`src/rtl/sbox_round_sequencer.sv`:
```
// Time-multiplexed DES S-box sequencer: steps one shared lookup resource
// through S1..S(NUM_SBOX) and hands the assembled result to the P stage.
module sbox_round_sequencer #(
    parameter  int unsigned NUM_SBOX = 8,
    parameter  int unsigned SBOX_LAT = 0,
    localparam int unsigned SEL_W    = (NUM_SBOX > 1) ? $clog2(NUM_SBOX) : 1
) (
    input  logic                  i_clk,
    input  logic                  i_rst_n,
    input  logic [6*NUM_SBOX-1:0] i_vector,
    input  logic                  i_valid,
    output logic                  o_in_ready,
    output logic [4*NUM_SBOX-1:0] o_vector,
    output logic                  o_valid,
    input  logic                  i_ready,
    output logic [SEL_W-1:0]      o_sbox_sel,
    output logic [5:0]            o_sbox_in,
    output logic                  o_sbox_req,
    input  logic [3:0]            i_sbox_out,
    output logic                  o_busy
);

    typedef enum logic [1:0] {
        IDLE   = 2'd0,
        LOOKUP = 2'd1,
        DONE   = 2'd2
    } state_t;

    state_t                state_q, state_d;
    logic [SEL_W-1:0]      k_q, k_d;
    logic [1:0]            wait_q, wait_d;
    logic [6*NUM_SBOX-1:0] cap_q, cap_d;
    logic [4*NUM_SBOX-1:0] res_q, res_d;
    logic [5:0]            chunk;
    logic                  last_slot;
    logic                  sample;

    always_comb begin
        chunk = '0;
        for (int unsigned i = 0; i < NUM_SBOX; i++) begin
            if (k_q == SEL_W'(i)) begin
                chunk = cap_q[6*NUM_SBOX-1-6*i -: 6];
            end
        end
    end

    assign last_slot = (k_q == SEL_W'(NUM_SBOX - 1));
    assign sample    = (wait_q == 2'(SBOX_LAT));

    always_comb begin
        state_d = state_q;
        k_d     = k_q;
        wait_d  = wait_q;
        cap_d   = cap_q;
        res_d   = res_q;

        case (state_q)
            IDLE: begin
                if (i_valid) begin
                    cap_d   = i_vector;
                    res_d   = '0;
                    k_d     = '0;
                    wait_d  = '0;
                    state_d = LOOKUP;
                end
            end
            LOOKUP: begin
                if (sample) begin
                    // only the addressed nibble takes the resource output
                    for (int unsigned i = 0; i < NUM_SBOX; i++) begin
                        if (k_q == SEL_W'(i)) begin
                            res_d[4*NUM_SBOX-1-4*i -: 4] = i_sbox_out;
                        end
                    end
                    wait_d = '0;
                    if (last_slot) begin
                        k_d     = '0;
                        state_d = DONE;
                    end else begin
                        k_d = k_q + SEL_W'(1);
                    end
                end else begin
                    wait_d = wait_q + 2'd1;
                end
            end
            DONE: begin
                if (i_ready) begin
                    state_d = IDLE;
                end
            end
            default: begin
                state_d = IDLE;
            end
        endcase
    end

    always_ff @(posedge i_clk) begin
        if (!i_rst_n) begin
            state_q <= IDLE;
            k_q     <= '0;
            wait_q  <= '0;
            cap_q   <= '0;
            res_q   <= '0;
        end else begin
            state_q <= state_d;
            k_q     <= k_d;
            wait_q  <= wait_d;
            cap_q   <= cap_d;
            res_q   <= res_d;
        end
    end

    // ready is gated by reset so nothing is offered while held in reset
    assign o_in_ready = (state_q == IDLE) && i_rst_n;
    assign o_valid    = (state_q == DONE);
    assign o_busy     = (state_q != IDLE);
    assign o_sbox_req = (state_q == LOOKUP);
    assign o_sbox_sel = (state_q == LOOKUP) ? k_q : '0;
    assign o_sbox_in  = (state_q == LOOKUP) ? chunk : '0;
    assign o_vector   = res_q;

endmodule

```
`config.mk`:
```
export PLATFORM = sky130hd
export DESIGN_NAME = sbox_round_sequencer
export DESIGN_NICKNAME = d
export VERILOG_FILES = /design/src/rtl/sbox_round_sequencer.sv
export SDC_FILE = /design/constraint.sdc
export NUM_CORES = 1
export LEC_CHECK = 0
export BUFFER_PORTS_ARGS = -buffer_cell sky130_fd_sc_hd__buf_2
export CORE_ASPECT_RATIO = 0.9
export CORE_MARGIN = 2
export CORE_UTILIZATION = 57
export CTS_CLUSTER_SIZE = 24
export DETAILED_ROUTE_END_ITERATION = 8
export HOLD_SLACK_MARGIN = 0.02
export PLACE_DENSITY_LB_ADDON = 0.08
export SLEW_MARGIN = 25
export SYNTH_ARGS = -nofsm -noshare
export SYNTH_HDL_FRONTEND = slang
export SYNTH_SLANG_ARGS = --single-unit
```
`constraint.sdc`:
```
create_clock -name i_clk -period 3.4 [get_ports i_clk]
set_input_delay 0 -clock i_clk [delete_from_list [all_inputs] [get_ports i_clk]]
set_output_delay 0 -clock i_clk [all_outputs]
set_load 0.01 [all_outputs]
```
==> metrics.md <==
| Metric | Value |
|---|---|
| DRT iter0 DRCs | ~330 |
| Hold Fails Final Rpt | 0 |
| Initial antenna violation count | 0 |
| Final setup viols | 0 |
| Worst-path clk slew | approximately 0.08 ns |
| Area growth, synth to finish | 27.5% |
| Lkg Pwr | between 2 and 2.5 nW |
| CP Launch Type | flop |
| # nets final | 650 |
| Yosys reg bits | 87 |
| Post-synthesis sequential area ratio | 43.8% |
| Post-synth top area share | 43.8% |
| IO Count | around 100 |
| Period utilization | 71.7% |
| DR vias/cell | roughly 5.5 |
| Post-synthesis compound-gate area fraction | approximately a quarter |
| Hold_sp | i_valid |
| Synth Area in Simple Gates | 20.4% |
| Syn Std Cell Area | approximately 4000 um2 |
| Critical path required time | around 3.4 ns |
| CP Class | flop to primary output |
| WHS | about 0.080 ns |
| Core footprint | roughly 6700 um2 |
| Fmax | approximately 410 MHz |
| Max Fanout on Critical Path | 14 |
| Max IR drop VDD | between 0.3 and 0.4 mV |
| Mux share of post-synthesis cell area | less than 1% |
| Largest net degree at the start of global routing | 56 |
| Worst-Margin Slew | 0.946 ns |
| Port bufs | 100 |
| Clk_skew | 0.00448 ns |
| Effective utilization at floorplan | approximately three fifths |
| Die height | around 83 um |
| Commonest cells post-synth | nand2_1 (112), dfxtp_1 (87), a21oi_1 (66) |
| Cell row count | 28 |
| Post-CTS Setup Inserts | 0 |
| Crit. End Element | primary output |
| Final worst slack | between 0.9 and 1 ns |
| # resized after CTS | 0 |
| TNS Setup | 0 ns |
| First-pass GRT wire length | around 17000 um |
| Skew-Pair Late Insertion Delay | 0.35 ns |
| Detail Route Antenna Nets | 0 |
| Gr ovfl total | 0 |
| Reg2reg start | k_q[1]$_SDFFE_PN0P_ |
| Top cells by area, synth | dfxtp_1 (44%), nand2_1 (11%), a21oi_1 (8.3%), o2bb2ai_1 (5.5%), buf_6 (3.1%) |
| Slew Limit Fails | 0 |
| Antenna diodes | 0 |
| Synth Area in Adders | ~2.5% |
| Post-synth EDFFs | 0 |
| Per-cell routed wire length | 15.8 um |
| Post-synthesis xor/xnor area fraction | 0% |
| PD cells | ~400 nW/um2 |
| Horiz. Die Dim | just over 90 um |
| Total chip power | roughly 2.0 mW |
| Slew headroom | a little under two fifths |
| Critical Path Source | k_q[2]$_SDFFE_PN0P_ |
| Ys Warns | 0 |
| Vias | roughly 3.8k |
| Clock tree from TritonCTS | yes |
| Final min period | around 2.4 ns |
| Largest family of logic cells by synthesized area | compound AO/OA/AOI/OAI gates |
| Post-DP HPWL | between 6000 and 7000 um |
| Outcome | finished clean |
| Placed cell areas | around 4400 um2 |
| H-tree depth | 3 |
| Finished Layout Cells | 680 |
| Clock Sinks | 87 |
| Vias in the first global route | roughly 3.5k |
| Top FF cell, synth | dfxtp_1 |
| Post-synth cell types | 42 |
| DRC violations left | 0 |
| GP Congestion | between 0.8 and 0.9 |
| Fraction of registers with async set/reset | 0% |
| Most frequent cell after synthesis | nand2_1 |
| Util after Layout | 76.2% |
| Die area | 7670 um2 |
| Gate Count Post-Synth | roughly 460 |
| Share of cells above drive strength 1 | about 23% |
| Placed Instances | 612 |
| Clock buffer count from CTS | 9 |
| Synth area leader | dfxtp_1 |
| Clock Path Buffers | 2 |
| Drt pass-1 iters | 5 |
| Worst hold path class | input port to flop |
| Mapped Nets | approximately 520 |
| Fin area | 5070 um2 |
| CTS Root Cell | clkbuf_8 |
| Gr usage total | between 20 and 30% |
| Syn Area/Cell | between 8 and 9 um2 |
| Setup Slack @ Placement | between 1 and 1.5 ns |
| Critical Path AT | between 2 and 2.5 ns |
| Final wirelength | ~11000 um |
| RSZ-0062 raised after global routing | false |
| Max-cap viol count | 0 |
[state kept, by name, indices dropped and copies added, names as in the netlist]
signal / cells
state_q: 2
k_q: 3
wait_q: 2
o_vector: 32
cap_q: 48
[worst paths after layout]
kind | to | slack, ns | cells past startpoint
max | o_sbox_in[1] | 0.96 | 6
min | state_q[0]$_SDFFE_PN0P_ | 0.08 | 3
max reg2reg | o_vector[24]$_SDFFE_PN0P_ | 1.23 | 5
min reg2reg | cap_q[13]$_SDFFE_PN0P_ | 0.46 | 2
[final cells by class]
class / count / area, um2
clock inverters: 4 / 47.5
fillers: 480 / 1580
inverters: 20 / 75.1
clock buffers: 11 / 131
flip-flops and latches: 87 / 1740
multi-input cells: 312 / 1910
repair buffers: 156 / 1050
well taps: 90 / 113
[critical path: stages (launching register included)]
cell and delay, ns:
dfxtp_1 0.60, inv_1 0.12, ha_1 0.35, or2_0 0.41, a221oi_2 0.26, o311a_1 0.21, buf_2 0.14
[power breakdown]
part	total (mW)	switching, mW	internal, mW
Clock	0.687	0.354	0.334
Combinational	0.264	0.139	0.125
Sequential	1.08	0.0289	1.05
Total	2.03	0.522	1.51
[cell families after synthesis]
group,after synthesis
and+or+nand+nor,167
AOI/OAI and AO/OA,135
DFF,87
buffers and inverters,58
adders and majority gates,8
muxes,2
[layout by cell type, fill, tap and decap left out, drive strengths merged, types with 2 or more instances in the layout]
cell / n
nand2: 112
buf: 103
dfxtp: 87
a21oi: 66
dlygate4sd3: 53
o2bb2ai: 25
inv: 20
clkbuf: 11
nor2b: 9
nor3b: 9
a32o: 8
ha: 8
a22o: 6
nand3b: 6
a221oi: 6
o311ai: 6
o311a: 6
nor2: 5
a31o: 5
nand4b: 5
o21ai: 5
nand3: 4
nand2b: 3
nand4: 3
and2: 3
a21o: 2
and3: 2
clkinv: 2
or2: 2
[layer usage]
metal  part of all wire [%]  global-route usage [%]  vias up
li1                       -                       -     1860
met1                     46                    39.5     1745
met2                     46                    43.6      143
met3                    6.6                    6.81       17
met4                    1.6                    6.11        0
met5                      0                       0        -
[what timing repair did]
item,CTS,global route
setup endpoints to repair,0,0
endpoints found under the hold margin,61,0
hold buffers,53,0
No activity file was read; power rests on OpenSTA's default activity.
